## config.mk

```make
export PLATFORM = sky130hd
export DESIGN_NAME = gio_input_ctrl
export DESIGN_NICKNAME = d
export VERILOG_FILES = /design/src/rtl/gio_input_ctrl.sv
export SDC_FILE = /design/constraint.sdc
export NUM_CORES = 1
export LEC_CHECK = 0
export BUFFER_PORTS_ARGS = -buffer_cell sky130_fd_sc_hd__buf_2
export CAP_MARGIN = 10
export CORE_MARGIN = 10
export CORE_UTILIZATION = 53
export DETAILED_ROUTE_END_ITERATION = 8
export GPL_TIMING_DRIVEN = 0
export PLACE_DENSITY = 0.75
export SLEW_MARGIN = 5
export SYNTH_ARGS = -nofsm -noshare
export SYNTH_HDL_FRONTEND = slang
export SYNTH_SLANG_ARGS = --single-unit
```

## constraint.sdc

```tcl
create_clock -name clk -period 1.4 [get_ports clk]
set_input_delay 0 -clock clk [delete_from_list [all_inputs] [get_ports clk]]
set_output_delay 0 -clock clk [all_outputs]
set_load 0.02 [all_outputs]
```

## src/rtl/gio_input_ctrl.sv

```systemverilog
// General-purpose input controller: per-pin synchroniser, debouncer, edge-event
// latch with W1C clear, interrupt mask and a 4-entry 16-bit register window.
module gio_input_ctrl #(
    parameter int WIDTH           = 8,
    parameter int SYNC_STAGES     = 2,
    parameter int DEBOUNCE_CYCLES = 1000,
    parameter int EDGE_MODE       = 0
) (
    input  logic             clk,
    input  logic             reset,
    input  logic [WIDTH-1:0] GIO_pins,
    input  logic             rd_en,
    input  logic             wr_en,
    input  logic [1:0]       addr,
    input  logic [15:0]      wr_data,
    output logic [15:0]      rd_data,
    output logic             irq
);

    localparam int CW = $clog2(DEBOUNCE_CYCLES + 1);
    localparam logic [CW-1:0] CNT_LAST = CW'(DEBOUNCE_CYCLES - 1);

    localparam logic [1:0] ADDR_STATE = 2'd0;
    localparam logic [1:0] ADDR_EVENT = 2'd1;
    localparam logic [1:0] ADDR_MASK  = 2'd2;
    localparam logic [1:0] ADDR_RAW   = 2'd3;

    logic [SYNC_STAGES-1:0][WIDTH-1:0] sync_q, sync_d;
    logic [WIDTH-1:0][CW-1:0]          cnt_q, cnt_d;
    logic [WIDTH-1:0]                  stable_q, stable_d;
    logic [WIDTH-1:0]                  event_q, event_d;
    logic [WIDTH-1:0]                  mask_q, mask_d;
    logic [WIDTH-1:0]                  raw;
    logic [WIDTH-1:0]                  set_ev;
    logic [WIDTH-1:0]                  clr_ev;
    logic [15:0]                       rd_data_q, rd_data_d;
    logic                              irq_q, irq_d;

    assign raw = sync_q[SYNC_STAGES-1];

    always_comb begin
        sync_d[0] = GIO_pins;
        for (int s = 1; s < SYNC_STAGES; s++) begin
            sync_d[s] = sync_q[s-1];
        end
    end

    // A pin's stable level only moves after DEBOUNCE_CYCLES consecutive differing samples.
    always_comb begin
        stable_d = stable_q;
        cnt_d    = cnt_q;
        set_ev   = '0;
        for (int i = 0; i < WIDTH; i++) begin
            if (raw[i] == stable_q[i]) begin
                cnt_d[i] = '0;
            end else if (cnt_q[i] == CNT_LAST) begin
                stable_d[i] = raw[i];
                cnt_d[i]    = '0;
                if (EDGE_MODE == 0) begin
                    set_ev[i] = raw[i];
                end else if (EDGE_MODE == 1) begin
                    set_ev[i] = ~raw[i];
                end else begin
                    set_ev[i] = 1'b1;
                end
            end else begin
                cnt_d[i] = cnt_q[i] + 1'b1;
            end
        end
    end

    // Register strobes: rd_en/wr_en are single-cycle requests accepted on every
    // rising edge they are high (no ready); read data lands one edge later and a
    // same-cycle read returns the value from before the write.
    always_comb begin
        clr_ev = '0;
        mask_d = mask_q;
        if (wr_en && addr == ADDR_EVENT) begin
            clr_ev = wr_data[WIDTH-1:0];
        end
        if (wr_en && addr == ADDR_MASK) begin
            mask_d = wr_data[WIDTH-1:0];
        end
        event_d = (event_q & ~clr_ev) | set_ev;
        irq_d   = |(event_q & mask_q);
    end

    always_comb begin
        rd_data_d = rd_data_q;
        if (rd_en) begin
            case (addr)
                ADDR_STATE: rd_data_d = 16'(stable_q);
                ADDR_EVENT: rd_data_d = 16'(event_q);
                ADDR_MASK:  rd_data_d = 16'(mask_q);
                ADDR_RAW:   rd_data_d = 16'(raw);
                default:    rd_data_d = 16'h0000;
            endcase
        end
    end

    always_ff @(posedge clk) begin
        if (reset) begin
            sync_q    <= '0;
            cnt_q     <= '0;
            stable_q  <= '0;
            event_q   <= '0;
            mask_q    <= '0;
            rd_data_q <= '0;
            irq_q     <= 1'b0;
        end else begin
            sync_q    <= sync_d;
            cnt_q     <= cnt_d;
            stable_q  <= stable_d;
            event_q   <= event_d;
            mask_q    <= mask_d;
            rd_data_q <= rd_data_d;
            irq_q     <= irq_d;
        end
    end

    assign rd_data = rd_data_q;
    assign irq     = irq_q;

endmodule

```

# Word-level counts from Yosys, hierarchy flattened
# Index checks and enable logic that the tools add are counted.
# W data, S select, Z words.
# totals
reg_bits,137
latchBits,0
ramBits,0
rom_bits,0
input_bits,30
wordCells,99
memories,0
# op_classes
addsub,8
n_mul,0
div_mod_pow,0
magnitude_cmp,0
n_eq_ne,19
shift,0
n_mux,18
n_bitwise,12
reduce_logical,20
# op_table
op,count
$add A10 B1 Y10 const B,8
$eq A10 B10 Y1 const B,8
$pmux W16 S4,1
$reduce_or A3 Y1,8
$and A8 B8 Y8,2
$mux W1,16
$reduce_and A2 Y1,8
$eq A1 B1 Y1,8
$mux W8,1
$not A1 Y1,8
$not A8 Y8,1
$or A8 B8 Y8,1
$reduce_or A8 Y1,1
$eq A2 B2 Y1 const B,2
$eq A2 B1 Y1 const B,1
$logic_and A1 B1 Y1,2
$logic_not A2 Y1,1

# Logic depth before layout (Yosys ltp)
# depth
ltp_word,6
ltp_mapped,6
depth_no_buf,5

# Worst setup path before layout
# No wires, ideal clock.
# synth_timing
kind,register to register
from,register cnt_q[10] (netlist name)
to,register cnt_q[18] (netlist name)
setup_time_ps,70
arrival_ps,1384
setup_slack_ps,-54
stages_incl_launch_ff,6
path_buffers,0
synth_period_minus_slack_ps,1454
path_cell_list,dfxtp_1 ha_1 nand2_1 or3_1 or3_1 a21oi_1
# synth_between
elab_chain_len,2
# synth_rtl
element,line,rtl
"start, declared",29,"logic [WIDTH-1:0][CW-1:0] cnt_q, cnt_d;"
"start signal, assigned",112,cnt_q <= cnt_d;
"parallel branches: the longest is 2 deep, another holds $add A10 B1 Y10",n/a,
# Several ways; the timed one is not identified.
# A chain may end at the register's enable or synchronous reset.

# Worst setup path in the final report
# Ends and elaborated chain as after synthesis.

==> summary.md <==
| Metric | Value |
|---|---|
| Status | `complete, but fails checks` |
| Violated checks | `setup timing` |
| Buffers added on ports | `27` |
| Clock-pin slew on the worst setup and hold paths | `0.06 ns` |
| CP required | `1.85 ns` |
| # fillers | `762` |
| Grt ovf | `0` |
| Post-synth top area share | `0.467` |
| # DRC | `0` |
| VDD IR-drop max | `847 uV` |
| # nets final | `712` |
| Post-DP HPWL | `8.04 mm` |
| Async S/R FF share, synth | `0` |
| Rows | `37` |
| Most frequent cells in the layout | `dfxtp_1 (113), nor2_1 (91), nand2_1 (34)` |
| Gr usage total | `0.173` |
| WL final | `12.6 mm` |
| Effective utilization at floorplan | `0.541` |
| Layout area overhead | `28.5%` |
| Critical Path End Type | `flop` |
| Root Buffer | `clkbuf_8` |
| Most common cell after layout, fill and taps aside | `dfxtp_1` |
| Final Max Tran Viols | `0` |
| Placed Area | `0.00590 mm^2` |
| Htree depth | `4` |
| Crit-path slowest cell | `or3_4` |
| Worst EP arrival | `1.89 ns` |
| Setup TNS Final | `-0.0500 ns` |
| Fin crit share | `1.02` |
| DIE WIDTH | `122 um` |
| Crit Path Max Fanout | `3` |
| Sequential power share | `0.407` |
| Achievable Freq | `697 MHz` |
| Worst-margin pin slew | `0.706 ns` |
| RSZ-0062 raised after global routing | `true` |
| Core Region | `0.0102 mm^2` |
| Top cells by area, synth | `dfxtp_1 (47%), nor2_1 (6.9%), xnor2_1 (4.3%)` |
| Post-synthesis sequential area ratio | `0.467` |
| Via density per instance | `5.44` |
| Fin cells | `823` |
| Synth unique cells | `55` |
| CTS buffer count | `17` |
| Pin count of the biggest net entering global routing | `17` |
| Clock Latency Late Sink | `0.52 ns` |
| Crit path cell chain | `ha_4 > nand2_2 > or3_4 > or3_1 > a21oi_2` |
| Routed WL per cell | `15.3 um` |
| Synthesized area | `0.00553 mm^2` |
| First drt pass iteration count | `6` |
| Via count | `4479` |
| Gpl congestion | `0.824` |
| Largest area contributor in the netlist | `dfxtp_1` |
| DR iter-0 viols | `262` |
| Setup crit start kind | `flop` |
| Syn Inst Count | `589` |
| Final worst slack | `-0.0340 ns` |
| CTS tree | `built` |
| Yosys reg bits | `129` |
| Final Setup Violations | `2` |
| Cell leakage power | `2.65 nW` |
| Die area | `0.0149 mm^2` |
| Combinational power share | `0.034` |
| Die Ht | `122 um` |
| # IOs | `47` |
| Yosys warning count | `0` |
| Setup Crit Path Kind | `flop to flop` |
| P_int | `7.43 mW` |
| Design area | `0.00711 mm^2` |
| Switch Pwr | `1.75 mW` |
| Slowest stage delay, CP | `0.38 ns` |
| Ant. Diodes | `0` |
| Mean Syn Cell Area | `9.40 um^2` |
| Post-synth EDFFs | `0` |
| Slew headroom | `0.529` |
| HP Class | `input pin to flop` |
| Power share of the clock group | `0.559` |
| Multi-input gate area | `0.00299 mm^2` |
| Pwr Density | `1290 mW/mm^2` |
| Setup Skew | `0.00991 ns` |
| Placed Cells | `759` |
| Register area | `0.00262 mm^2` |
| Sw Ratio | `0.191` |
| Post-route ant nets | `0` |
| Sinks on the clock net | `129` |
| Via count of the first global-routing pass | `4514` |
| Post-layout util | `0.695` |
| First-pass GRT wire length | `20.9 mm` |
| Max-capacitance violation count | `0` |
| Fraction of layout cells with a size suffix above 1 | `0.245` |
| Ys flop type | `dfxtp_1` |
| Final min period | `1.43 ns` |
| Max Root-Sink Buffers | `2` |
| Initial antenna violation count | `0` |
| Hold Violations, Final | `0` |
## power groups by stage
stage | combinational, mW | sequential, mW | clock [mW]
after global routing | 0.337 | 3.74 | 5.38
final | 0.310 | 3.74 | 5.13
after detailed placement | 0.257 | 3.82 | 0
after CTS | 0.303 | 3.74 | 5.20
after floorplan | 0.175 | 3.81 | 0
after global placement | 0.252 | 3.82 | 0
## repair_timing
item	4_1_cts	5_1_grt
gates resized for setup	34	36
setup buffers	7	9
hold buffers	18	0
pin swaps	11	12
endpoints found under the hold margin	32	0
setup endpoints to repair	49	55
## worst max-delay path, delay by kind of cell, from the launching register on
family	cells	cell delay (ns)
adder cells (fa/ha/maj)	1	0.15
flip-flops	1	0.35
AND/OR/NAND/NOR	3	0.77
AO/OA/AOI/OAI	1	0.12
## stage by stage
stage	worst slack, ns	hold WS, ns	total power [mW]
final	-0.0340	0.0911	9.17
after global routing	-0.0727	0.0807	9.46
after CTS	-0.0310	0.0645	9.24
after detailed placement	-0.209	0.218	4.08
after global placement	-0.146	0.209	4.07
after floorplan	-0.0237	0.128	3.99
## cell type report
class | instances | area share
clock buffer | 22 | 0.0651
timing repair buffer | 61 | 0.0612
clock inverter | 10 | 0.0320
tap | 136 | 0.0239
buffer | 20 | 0.0193
inverter | 21 | 0.0111
multi-input combinational | 424 | 0.420
sequential | 129 | 0.368
## cells in the mapped netlist, types with 5 or more instances
cell type and n:
a32oi_1 5, a21oi_1 18, a31oi_1 5, xor2_1 24, nor3_1 10, nand2_1 36
and3_1 13, ha_1 8, nor2_1 101, o21ai_0 5, and4_1 6, xnor2_1 27
inv_1 21, buf_4 8, clkbuf_1 6, mux4_2 8, nand3_1 32, nand4_1 11
mux2i_1 23, nor2b_1 17, dfxtp_1 129, nand2b_1 9
## final timing paths
kind                          from                      end  slack, ns  depth (start not counted)
max reg2reg   cnt_q[10]$_SDFF_PP0_     cnt_q[18]$_SDFF_PP0_      -0.03                          5
min reg2reg  sync_d[15]$_SDFF_PP0_        raw[7]$_SDFF_PP0_       0.43                          1
max           cnt_q[10]$_SDFF_PP0_     cnt_q[18]$_SDFF_PP0_      -0.03                          5
min                        addr[1]  rd_data[0]$_SDFFE_PP0P_       0.09                          4
## cell families (layout without fill, tap and decap cells)
family,count (synthesis),after routing,share of synthesized area
simple gates,267,267,0.245
flops,129,129,0.467
compound gates,59,59,0.0751
buf+inv,43,134,0.0393
xor+xnor,51,51,0.0807
mux,31,31,0.0742
fa+ha+maj,8,8,0.0181
other cells,1,8,0.000678
## state kept, by name, indices dropped and copies added, names as in the netlist
signal,count
irq,1
event_q,8
stable_q,8
sync_d,8
rd_data,8
mask_q,8
raw,8
cnt_q,80
## routing by layer
metal  global-route usage  wire [um]  share of wire  up-vias
met5                    0          0              0        -
met4               0.0655        188          0.015        0
met3               0.0495        604          0.048       20
met2                0.301       6430           0.51      115
met1                0.195       5380           0.43     2134
li1                     -          -              -     2210
No activity file was read; power rests on OpenSTA's default activity.
